File: config.mk
export PLATFORM = sky130hd
export DESIGN_NAME = smoldvi_rx_word_align
export DESIGN_NICKNAME = d
export VERILOG_FILES = /design/src/rtl/smoldvi_rx_word_align.sv
export SDC_FILE = /design/constraint.sdc
export NUM_CORES = 1
export LEC_CHECK = 0
export ABC_AREA = 1
export BUFFER_PORTS_ARGS = -buffer_cell sky130_fd_sc_hd__buf_2
export CORE_ASPECT_RATIO = 0.9
export CORE_MARGIN = 10
export CORE_UTILIZATION = 55
export DETAILED_ROUTE_END_ITERATION = 10
export PLACE_DENSITY = 0.73
export SYNTH_ARGS = -nofsm -noshare
export SYNTH_HDL_FRONTEND = slang
export SYNTH_SLANG_ARGS = --single-unit
File: constraint.sdc
create_clock -name clk_x5 -period 3.16 [get_ports clk_x5]
set_clock_uncertainty 0.2 [all_clocks]
set_input_delay 0.632 -clock clk_x5 [delete_from_list [all_inputs] [get_ports clk_x5]]
set_output_delay 0.632 -clock clk_x5 [all_outputs]
set_load 0.01 [all_outputs]
File: src/rtl/smoldvi_rx_word_align.sv
// Word aligner for one DDR-sampled TMDS lane: hunts for control tokens to find the
// 10-bit symbol boundary and emits one aligned symbol every fifth clk_x5 cycle.
module smoldvi_rx_word_align #(
    parameter int CTRL_RUN     = 4,
    parameter int SEARCH_WORDS = 64,
    parameter int LOSS_WORDS   = 4096
) (
    input  logic       clk_x5,
    input  logic       rst_n_x5,
    input  logic       d_rise,
    input  logic       d_fall,
    input  logic       resync,
    output logic [9:0] word_out,
    output logic       word_valid,
    output logic       is_ctrl,
    output logic       locked,
    output logic [3:0] bit_offset
);
    localparam int RUN_W  = $clog2(CTRL_RUN + 1);
    localparam int SRCH_W = $clog2(SEARCH_WORDS + 1);
    localparam int LOSS_W = $clog2(LOSS_WORDS + 1);

    typedef enum logic {SEARCH = 1'b0, LOCKED = 1'b1} state_t;

    state_t            state, state_nx;
    logic [19:0]       sr_p0;
    logic [2:0]        phase_p0;
    logic              eval_p0;
    logic [9:0]        cand_p0;
    logic              match_p0;
    logic [9:0]        word_p1;
    logic              ctrl_p1;
    logic              vld_p1;
    logic [RUN_W-1:0]  run_ctr, run_nx, run_cnt;
    logic [SRCH_W-1:0] srch_ctr, srch_nx, srch_cnt;
    logic [LOSS_W-1:0] loss_ctr, loss_nx, loss_cnt;
    logic [3:0]        off_nx;

    function automatic logic is_token(input logic [9:0] w);
        return (w == 10'b1101010100) || (w == 10'b0010101011) ||
               (w == 10'b0101010100) || (w == 10'b1010101011);
    endfunction

    function automatic logic [15:0] sat_inc(input logic [15:0] v, input logic [15:0] lim);
        return (v >= lim) ? lim : v + 16'd1;
    endfunction

    function automatic logic [3:0] slip(input logic [3:0] o);
        return (o == 4'd9) ? 4'd0 : o + 4'd1;
    endfunction

    // Stage 0: 20-bit sample history and free-running word phase
    always_ff @(posedge clk_x5 or negedge rst_n_x5) begin
        if (!rst_n_x5) begin
            sr_p0    <= '0;
            phase_p0 <= '0;
        end else begin
            sr_p0    <= {d_fall, d_rise, sr_p0[19:2]};
            phase_p0 <= (phase_p0 == 3'd4) ? 3'd0 : phase_p0 + 3'd1;
        end
    end

    assign eval_p0 = (phase_p0 == 3'd4);

    always_comb begin
        cand_p0 = sr_p0[9:0];
        for (int i = 1; i < 10; i++) begin
            if (bit_offset == 4'(i)) cand_p0 = sr_p0[i +: 10];
        end
    end

    assign match_p0 = is_token(cand_p0);

    // Stage 1: captured symbol, token flag and strobe
    always_ff @(posedge clk_x5 or negedge rst_n_x5) begin
        if (!rst_n_x5) begin
            word_p1 <= '0;
            ctrl_p1 <= 1'b0;
            vld_p1  <= 1'b0;
        end else begin
            vld_p1 <= eval_p0;
            if (eval_p0) begin
                word_p1 <= cand_p0;
                ctrl_p1 <= match_p0;
            end
        end
    end

    assign word_out   = word_p1;
    assign is_ctrl    = ctrl_p1;
    assign word_valid = vld_p1;

    always_ff @(posedge clk_x5 or negedge rst_n_x5) begin
        if (!rst_n_x5) begin
            state      <= SEARCH;
            bit_offset <= '0;
            run_ctr    <= '0;
            srch_ctr   <= '0;
            loss_ctr   <= '0;
        end else begin
            state      <= state_nx;
            bit_offset <= off_nx;
            run_ctr    <= run_nx;
            srch_ctr   <= srch_nx;
            loss_ctr   <= loss_nx;
        end
    end

    // resync outranks the word evaluation that may land in the same cycle
    always_comb begin
        state_nx = state;
        off_nx   = bit_offset;
        run_nx   = run_ctr;
        srch_nx  = srch_ctr;
        loss_nx  = loss_ctr;
        run_cnt  = '0;
        srch_cnt = '0;
        loss_cnt = '0;
        if (resync) begin
            state_nx = SEARCH;
            off_nx   = slip(bit_offset);
            run_nx   = '0;
            srch_nx  = '0;
            loss_nx  = '0;
        end else if (eval_p0) begin
            case (state)
                SEARCH: begin
                    run_cnt  = match_p0 ? RUN_W'(sat_inc(16'(run_ctr), 16'(CTRL_RUN))) : '0;
                    srch_cnt = SRCH_W'(sat_inc(16'(srch_ctr), 16'(SEARCH_WORDS)));
                    if (run_cnt == RUN_W'(CTRL_RUN)) begin
                        state_nx = LOCKED;
                        run_nx   = '0;
                        srch_nx  = '0;
                        loss_nx  = '0;
                    end else if (srch_cnt == SRCH_W'(SEARCH_WORDS)) begin
                        off_nx  = slip(bit_offset);
                        run_nx  = '0;
                        srch_nx = '0;
                    end else begin
                        run_nx  = run_cnt;
                        srch_nx = srch_cnt;
                    end
                end
                LOCKED: begin
                    loss_cnt = match_p0 ? '0 : LOSS_W'(sat_inc(16'(loss_ctr), 16'(LOSS_WORDS)));
                    if (loss_cnt == LOSS_W'(LOSS_WORDS)) begin
                        state_nx = SEARCH;
                        off_nx   = slip(bit_offset);
                        run_nx   = '0;
                        srch_nx  = '0;
                        loss_nx  = '0;
                    end else begin
                        loss_nx = loss_cnt;
                    end
                end
                default: state_nx = SEARCH;
            endcase
        end
    end

    always_comb begin
        locked = (state == LOCKED);
    end
endmodule
==> run_results.csv <==
group,metric,value,unit
floorplanning,design.core.area,7510,um2
yosys,synth-simple-area-share,33.1,%
floorplanning,rows,30,
final_layout,design_area,5230,um2
detailed_routing,wire_per_inst,14.2,um
detailed_routing,topRoutingLayerUsed,"met4",
power,powerDensity,807,nW/um2
worst_setup_path,worst_ep_arrival_time,3.29,ns
yosys,synth_top_cell_area_share,37.4,%
timing,hold_viol,0,
power,p_leak,0.00251,uW
yosys,yosysUniqueCellTypes,36,
grt,first_global_vias,3910,
timing,fin_crit_sh,103,%
final_layout,nets,682,
clock_network,cts_tree,"built",
timing,tightest_slew,0.825,ns
detailed_routing,finalWirelength,11000,um
yosys,synth_warnings,0,
worst_setup_path,r2r_cells,23,
worst_setup_path,worstSetupStartpointType,"flip-flop",
floorplanning,die_w,112,um
detailed_routing,drcViolationCount,0,
flow_run,maxCapViolCount,0,
placed_design,portBuffers,21,
timing,fin_ws,-0.0975,ns
timing,maxSlewHeadroom,45.0,%
grt,grt_start_max_net_pins,34,
detailed_routing,final_antenna_net_count,0,
floorplanning,die_area,11600,um2
yosys,synthTopCellsByArea,"dfrtp_1, nand2_1, inv_1",
timing,fmax,307,MHz
timing,setup_violations,26,
final_layout,post_route_cells_drive_above_1_share,28.5,%
yosys,synth_xor_area_share,1.66,%
yosys,syn-mean-instance-area,7.03,um2
detailed_routing,drt-pass1-iter-count,5,
detailed_routing,dr.first_iter.drc_count,309,
floorplanning,pin_count,22,
detailed_routing,wl_met2,5160,um
yosys,synth-compound-area-share,14.3,%
worst_setup_path,worstSetupEndpointType,"flip-flop",
detailed_routing,viasPerCell,5.40,
floorplanning,initial_core_util,56.2,%
yosys,synth_fa_ha_area_share,2.37,%
detailed_routing,met3WireLength,718,um
clock_network,cts_inserted_buffers,9,
timing,slew_viol_final,0,
floorplanning,die_height,103,um
placed_design,place.gp.congestion,0.944,
final_layout,areaGrowthSynthToFinish,23.9,%
status,status,"finished with violations",
grt,grtUsageTotal,18.3,%
yosys,syn_area,4220,um2
yosys,ys_seq_elements,63,
hold_path,hold_path_class,"input pin to asynchronous set/reset pin",
clock_network,cts.sinks,63,
worst_setup_path,crit_fanout,11,
status,violations,"setup timing",
yosys,synthCells,600,
worst_setup_path,path_class,"flip-flop to flip-flop",
final_layout,antenna_cells,0,
detailed_routing,vias,4159,
timing,rsz0062_at_grt,"yes",
yosys,synth_top_family_by_area,"simple AND/OR/NAND/NOR gates",
clock_network,cts.htree.levels,3,
yosys,syn_nets,613,
grt,antenna_found_initial,0,
clock_network,cts_buffer_depth,2,
grt,grt_first_pass_wirelength,17800,um
clock_network,clk_pin_slew,0.07,ns
grt,gr-total-overflow,0,
detailed_routing,met1Wirelength,4950,um
placed_design,hpwlAfterDp,7530,um
final_layout,regArea,1580,um2
final_layout,fillCellCount,627,
worst_setup_path,cp_data_required_time,3.19,ns
clock_network,worstSkewPairLatency,0.34,ns
placed_design,placed_area,4640,um2
final_layout,postLayoutCoreUtil,69.6,%
clock_network,cts_root_buf,"clkbuf_8",
yosys,synth.area.mux_share,0,%
final_layout,multi_input_comb_area,2430,um2
timing,fin_crit,3.26,ns
power,irDropWorstVdd,544,uV
yosys,yosysTopAreaCell,"dfrtp_1",
yosys,ys_seq_area_share,37.4,%
cell families after synthesis:
group	count (synthesis)
adders and majority gates	8
DFF	63
AOI/OAI and AO/OA	104
xor gates and xnor gates	8
and+or+nand+nor	308
buffers and inverters	109
through the flow:
| step | hold WS, ns | TNS [ns] | total power [uW] | setup WS (ns) | instances |
|---|---|---|---|---|---|
| 5_1_grt | 0.159 | -6.88 | 4570 | -0.291 | 770 |
| 3_5_place_dp | 0.142 | -2.16 | 3020 | -0.146 | 740 |
| 4_1_cts | 0.137 | -0.0111 | 3770 | -0.00891 | 757 |
| 3_3_place_gp | 0.138 | -0.605 | 2990 | -0.0513 | 740 |
| 2_1_floorplan | 0.131 | 0 | 2340 | 0.282 | 600 |
| 6_report | 0.119 | -1.50 | 4220 | -0.0975 | 770 |
Yosys cell counts (all sizes together):
master,number
o22ai,11
xor2,7
dfrtp,63
o31ai,2
o211ai,4
nand4,18
o221ai,1
buf,16
nor2,64
o21ai,53
inv,90
nor3b,1
o41ai,1
clkbuf,3
nand3,49
or2,1
xnor2,1
nand2,169
ha,8
a21oi,32
nor3,6
sequential cells by signal, summed over array words and instances (netlist names), 3 cells and up:
| signal | flops |
|---|---|
| phase_p0 | 3 |
| run_ctr | 3 |
| word_out | 10 |
| bit_offset | 4 |
| srch_ctr | 7 |
| loss_ctr | 13 |
| sr_p0 | 20 |
power breakdown:
group	leakage [uW]	internal [uW]	switching, uW	total (uW)
logic	0.00161	1020	1450	2470
registers	0.000792	929	122	1050
clock network	0.000100	382	312	694
placed cells by master (no fill, tap or decap), drive strengths merged:
master | Yosys | layout
clkinv | 0 | 3
nor3 | 6 | 6
nand4 | 18 | 18
o41ai | 1 | 1
o31ai | 2 | 2
nand2 | 169 | 170
dfrtp | 63 | 63
ha | 8 | 8
nor2 | 64 | 65
o22ai | 11 | 11
or2 | 1 | 1
o21ai | 53 | 53
clkbuf | 3 | 13
nand3 | 49 | 49
xnor2 | 1 | 1
bufinv | 0 | 1
a21oi | 32 | 32
inv | 90 | 90
xor2 | 7 | 7
o211ai | 4 | 4
o221ai | 1 | 1
buf | 16 | 74
nor3b | 1 | 1
layer usage:
metal	vias to the layer above	track usage (%)
met5	-	0
met4	0	5.75
met3	14	4.01
met2	149	29.9
met1	1923	23.7
li1	2073	-
worst paths after layout:
path	from	slack, ns	endpoint
setup / recovery	bit_offset[1]$_DFFE_PN0P_	-0.1	locked$_DFFE_PN0P_
hold / removal	rst_n_x5	0.12	sr_p0[1]$_DFF_PN0_
setup reg to reg	bit_offset[1]$_DFFE_PN0P_	-0.1	locked$_DFFE_PN0P_
hold reg to reg	sr_p0[19]$_DFF_PN0_	0.15	sr_p0[17]$_DFF_PN0_
max in group asynchronous	rst_n_x5	1.72	bit_offset[0]$_DFFE_PN0P_
min in group clk_x5	sr_p0[19]$_DFF_PN0_	0.15	sr_p0[17]$_DFF_PN0_
critical path: stages (launching register included):
cell,delay [ns]
dfrtp_2,0.49
buf_4,0.15
nand2_2,0.11
nor2_2,0.22
inv_4,0.10
o21ai_1,0.11
inv_2,0.04
nand2_1,0.05
nand2_1,0.04
nand2_1,0.06
nand2_2,0.08
a21oi_4,0.19
nand2_2,0.09
nor2_4,0.12
nand2_1,0.05
nor2_1,0.09
nor2_1,0.06
buf_4,0.15
o31ai_1,0.09
nand3_2,0.17
nand2_8,0.17
nand2_8,0.12
nor2_2,0.13
nor2_1,0.05
layout make-up:
| class | instances | area share (%) |
|---|---|---|
| multi-input combinational | 430 | 46.6 |
| sequential | 63 | 30.3 |
| timing repair buffer | 75 | 10.6 |
| inverter | 90 | 6.66 |
| clock buffer | 12 | 2.78 |
| tap | 96 | 2.30 |
| clock inverter | 4 | 0.862 |
what timing repair did:
item	in CTS	in global routing
hold buffers	0	0
cloned	0	3
pin swaps	1	29
resized for setup	13	67
buffers inserted	1	10
endpoints found under the setup margin	28	28
Power figures use the tool's default switching activity.
